`config.mk`:
```
export PLATFORM = sky130hd
export DESIGN_NAME = uart_loader
export DESIGN_NICKNAME = d
export VERILOG_FILES = /design/src/rtl/uart_loader.sv
export SDC_FILE = /design/constraint.sdc
export NUM_CORES = 1
export LEC_CHECK = 0
export ABC_AREA = 1
export BUFFER_PORTS_ARGS = -buffer_cell sky130_fd_sc_hd__buf_2
export CAP_MARGIN = 40
export CORE_MARGIN = 3
export CORE_UTILIZATION = 50
export DETAILED_ROUTE_END_ITERATION = 16
export GPL_ROUTABILITY_DRIVEN = 0
export PLACE_DENSITY = 0.77
export SKIP_CTS_REPAIR_TIMING = 1
export SLEW_MARGIN = 20
export SYNTH_ARGS = -nofsm -noshare
export SYNTH_HDL_FRONTEND = slang
export SYNTH_SLANG_ARGS = --single-unit
```
`constraint.sdc`:
```
create_clock -name clk_i -period 1.7 [get_ports clk_i]
set_input_delay 0.17 -clock clk_i [delete_from_list [all_inputs] [get_ports clk_i]]
set_output_delay 0.17 -clock clk_i [all_outputs]
set_load 0.02 [all_outputs]
```
`src/rtl/uart_loader.sv`:
```
// Boot loader behind the UART receiver: parses a length/data/XOR-checksum frame,
// writes each 32-bit word to instruction memory and releases the CPU once verified.
module uart_loader #(
    parameter int unsigned ADDR_W = 10
) (
    input  logic              clk_i,
    input  logic              rst_ni,
    input  logic [7:0]        byte_i,
    input  logic              byte_ready_i,
    output logic              mem_we_o,
    output logic [ADDR_W-1:0] mem_addr_o,
    output logic [31:0]       mem_wdata_o,
    output logic              cpu_hold_o,
    output logic              done_o,
    output logic              err_o
);

    localparam int unsigned CNT_W     = ADDR_W + 1;
    localparam logic [31:0] MAX_WORDS = 32'(1) << ADDR_W;

    typedef enum logic [2:0] {S_LEN, S_DATA, S_CSUM, S_DONE, S_ERR} state_e;

    state_e             state_q, state_d;
    logic               ready_q;
    logic [1:0]         idx_q, idx_d;
    logic [31:0]        len_q, len_d;
    logic [31:0]        word_q, word_d;
    logic [7:0]         csum_q, csum_d;
    logic [CNT_W-1:0]   cnt_q, cnt_d;
    logic               we_q, we_d;
    logic [ADDR_W-1:0]  addr_q, addr_d;
    logic [31:0]        wdata_q, wdata_d;
    logic               hold_q, hold_d;
    logic               done_q, done_d;
    logic               err_q, err_d;

    logic               accept_c;
    logic [31:0]        word_nxt_c;
    logic [31:0]        len_nxt_c;
    logic [CNT_W-1:0]   cnt_nxt_c;

    // Rising edge of the receiver's ready level marks a fresh byte.
    assign accept_c  = byte_ready_i & ~ready_q;
    assign len_nxt_c = {byte_i, len_q[31:8]};
    assign cnt_nxt_c = cnt_q + CNT_W'(1);

    always_comb begin
        word_nxt_c = word_q;
        word_nxt_c[{idx_q, 3'b000} +: 8] = byte_i;
    end

    always_comb begin
        state_d = state_q;
        idx_d   = idx_q;
        len_d   = len_q;
        word_d  = word_q;
        csum_d  = csum_q;
        cnt_d   = cnt_q;
        we_d    = 1'b0;
        addr_d  = we_q ? addr_q + ADDR_W'(1) : addr_q;
        wdata_d = wdata_q;

        if (accept_c) begin
            case (state_q)
                S_LEN: begin
                    len_d = len_nxt_c;
                    idx_d = idx_q + 2'd1;
                    if (idx_q == 2'd3) begin
                        if (len_nxt_c > MAX_WORDS)    state_d = S_ERR;
                        else if (len_nxt_c == 32'd0) state_d = S_CSUM;
                        else                          state_d = S_DATA;
                    end
                end
                S_DATA: begin
                    word_d = word_nxt_c;
                    csum_d = csum_q ^ byte_i;
                    idx_d  = idx_q + 2'd1;
                    if (idx_q == 2'd3) begin
                        we_d    = 1'b1;
                        wdata_d = word_nxt_c;
                        cnt_d   = cnt_nxt_c;
                        if (32'(cnt_nxt_c) == len_q) state_d = S_CSUM;
                    end
                end
                S_CSUM: state_d = (byte_i == csum_q) ? S_DONE : S_ERR;
                default: state_d = state_q;
            endcase
        end

        // Status flags follow the next state so they change with the transition.
        done_d = (state_d == S_DONE);
        err_d  = (state_d == S_ERR);
        hold_d = (state_d != S_DONE);
    end

    // Ready history resets high so a level already present at release is ignored.
    always_ff @(posedge clk_i or negedge rst_ni) begin
        if (!rst_ni) begin
            state_q <= S_LEN;
            ready_q <= 1'b1;
            idx_q   <= '0;
            len_q   <= '0;
            word_q  <= '0;
            csum_q  <= '0;
            cnt_q   <= '0;
            we_q    <= 1'b0;
            addr_q  <= '0;
            wdata_q <= '0;
            hold_q  <= 1'b1;
            done_q  <= 1'b0;
            err_q   <= 1'b0;
        end else begin
            state_q <= state_d;
            ready_q <= byte_ready_i;
            idx_q   <= idx_d;
            len_q   <= len_d;
            word_q  <= word_d;
            csum_q  <= csum_d;
            cnt_q   <= cnt_d;
            we_q    <= we_d;
            addr_q  <= addr_d;
            wdata_q <= wdata_d;
            hold_q  <= hold_d;
            done_q  <= done_d;
            err_q   <= err_d;
        end
    end

    assign mem_we_o    = we_q;
    assign mem_addr_o  = addr_q;
    assign mem_wdata_o = wdata_q;
    assign cpu_hold_o  = hold_q;
    assign done_o      = done_q;
    assign err_o       = err_q;

endmodule

```
==> flow_summary.ini <==
[drt]
wl_per_cell_um = 19.20
totalWireLength_mm = 19.60
drt_iter0_markers = 782
drc_errors = 0
via_per_inst = 5.818
antenna_left = 0
first_pass_iters = 6
num_vias = 5940

[yosys]
synthAdderAreaFrac_pct = 1.441
yosys.area.top_type = dfrtp_1
ys_ff_latch = 127
synth-compound-area-share_pct = 9.716
synthXorXnorAreaFrac_pct = 2.738
synthDistinctLibCells = 31
synthesis.area_mm2 = 0.006078
muxShareOfSynthArea_pct = 0.5558
synth-simple-area-share_pct = 24.99
yosysWarnings = 0
synth_top_family_by_area = simple AND/OR/NAND/NOR gates
synth_area_leaders = dfrtp_1, nand2_1, o21ai_0, inv_1, nand3_1
syn_avg_cell_area_um2 = 8.225
yosysSeqAreaShare_pct = 52.33
syn_nets = 757
post-synth-top-area-fraction_pct = 51.46
synthCells = 739

[hold_path]
min-delay-path-class = in -> reg
hp-start = byte_i[7]
worstHoldEndpoint = csum_q[7]$_DFFE_PN0P_
hold_depth = 3

[sta]
worst_slack_ns = -0.2515
worst_pin_slew_ns = 0.3354
max_freq_mhz = 512.4
fin_crit_ns = 1.951
fin_worst_skew_ns = 0.008264
hold_viol = 0
whs_ns = 0.1792
setup_viol = 69
fin_crit_sh_pct = 114.8
rsz0062_at_grt = true
slew_headroom_pct = 77.64
slew_violations = 0

[global_routing]
track_usage_pct = 23.11
met3_usage_pct = 6.010
grt_max_degree = 61
gr-total-overflow = 0
grt_pass1_vias = 5283
grt_antenna_before_repair = 0
use_met2_pct = 39.13
grt_pass1_wl_mm = 24.84
grt_busiest_layer = met2
grt_use_met1_pct = 28.69

[critical_path]
critPathMaxFanout = 8
rrSetupSlack_ns = -0.25
r2r-end = word_q[9]$_DFFE_PN0P_
start_kind = flip-flop
worst-setup-path-type = reg -> reg
arrival_ns = 2.28
r2r_cells = 10
r2r-start = idx_q[1]$_DFFE_PN0P_
worst_setup_path_end_kind = flip-flop
worst_ep_required_time_ns = 2.03

[cells_and_area]
postLayoutCoreUtil_pct = 72.42
drive_above_1_share_pct = 31.55
layout_commonest_cell = nand2_1
fill_cells = 699
syn2layout_area_growth_pct = 38.95
fin_area_mm2 = 0.008446
regArea_mm2 = 0.003182
num-nets-final = 883
multi_input_area_mm2 = 0.002984
most-common-layout-cells = nand2_1, dfrtp_1, inv_1, buf_2, o21ai_0
n_antenna_cell = 0

[floorplanning]
row_count = 39
io_pins = 57
core_area_mm2 = 0.01166
die-area_mm2 = 0.01352
die_h_um = 116.3
die-width_um = 116.3
initial_core_util_pct = 52.12

[cts]
htreeDepth = 4
cts_num_sinks = 127
root_buffer = clkbuf_16
clockBufferDepth = 2
insertion_delay_ns = 0.42
cts_tree = done
numCtsBuffers = 17
cts.clk_slew.worst_paths_ns = 0.06

[placement]
place_area_mm2 = 0.006733
numPortBuffers = 56
dp_hpwl_mm = 10.12
dp_slack_ns = -0.08954

[flow_run]
maxCapViolCount = 0

[power]
ir_drop_mv = 1.310
powerDensity_mw_per_mm2 = 1941
p_leak_nw = 4.179
p_total_mw = 16.39

[run_status]
status = finished with violations
violations = setup timing
synthesized netlist by cell type:
library cell,instances
nor2_8,1
mux2_2,3
nor2_1,47
nor2_4,4
ha_1,7
buf_4,9
o21ai_1,1
nand4_2,1
nand3_1,46
clkbuf_2,1
a21oi_1,13
nand4_1,16
nor3b_1,1
xnor2_1,10
o31ai_1,1
xor2_1,9
nand2_1,219
dfstp_2,2
o32ai_1,8
inv_1,88
nand2_2,6
inv_2,6
clkbuf_1,12
buf_2,6
nor2_2,4
o21ai_0,77
o22ai_1,8
nor3_1,4
o21bai_1,1
dfrtp_1,125
nand3b_1,3
metal layers:
layer  share of wire (%)  routed length, µm  up-vias
li1                    -                  -     2625
met1                  37               7157     2849
met2                  50               9876      359
met3                 7.7               1518      107
met4                 5.4               1050        0
met5                   0                  0        -
state kept, by name, summed over array words and instances, names as in the netlist:
name	flops
cnt_q	11
cpu_hold_o	1
csum_q	8
done_o	1
err_o	1
idx_q	2
len_q	32
mem_addr_o	10
mem_wdata_o	32
mem_we_o	1
ready_q	1
state_q	3
word_q	24
logic make-up after synthesis:
kind of cell,after synthesis
AO/OA/AOI/OAI,109
AND/OR/NAND/NOR,352
buffers and inverters,122
XOR/XNOR,19
adder cells (fa/ha/maj),7
multiplexers,3
flip-flops,127
final cells by class:
| cell class | instances | share of cell area [%] |
|---|---|---|
| Timing Repair Buffer | 132 | 13.02 |
| Clock buffer | 22 | 5.496 |
| Sequential cell | 127 | 37.67 |
| Multi-Input combinational cell | 490 | 35.33 |
| Clock inverter | 10 | 1.615 |
| Inverter | 94 | 4.400 |
| Timing Repair inverter | 3 | 0.3407 |
| Tap cell | 143 | 2.119 |
per-stage QoR:
step / setup TNS [ns] / instances
6_report: -8.390 / 1021
5_1_grt: -13.83 / 1021
4_1_cts: -3.730 / 982
3_5_place_dp: -1.920 / 950
3_3_place_gp: -0.3275 / 950
2_1_floorplan: 0 / 739
how the worst max path moves through the flow:
stage                                     from  slack [ns]                     end  depth (start not counted)
after global placement    idx_q[1]$_DFFE_PN0P_       -0.04  word_q[14]$_DFFE_PN0P_                          6
after global routing      cnt_q[1]$_DFFE_PN0P_       -0.41         err_o$_DFF_PN0_                         15
after CTS                 cnt_q[0]$_DFFE_PN0P_       -0.19    cpu_hold_o$_DFF_PN1_                         15
after detailed placement     ready_q$_DFF_PN1_       -0.09   cnt_q[10]$_DFFE_PN0P_                          9
after floorplan           idx_q[0]$_DFFE_PN0P_        0.02   word_q[0]$_DFFE_PN0P_                          8
final                     idx_q[1]$_DFFE_PN0P_       -0.25   word_q[9]$_DFFE_PN0P_                         10
critical path: stages (launching register included):
cell	delay (ns)
dfrtp_1	0.41
buf_6	0.13
clkinvlp_4	0.13
buf_4	0.18
ha_4	0.22
buf_6	0.17
nor2_4	0.11
nand2_1	0.12
o22ai_4	0.20
nand2_1	0.10
o21ai_1	0.10
power breakdown:
part	total (mW)	switching [mW]	internal, mW
logic	7.50	4.50	3.00
registers	5.18	0.881	4.29
clock network	3.72	1.35	2.38
total	16.4	6.73	9.67
Note: power is estimated with default switching activity, not from simulation.
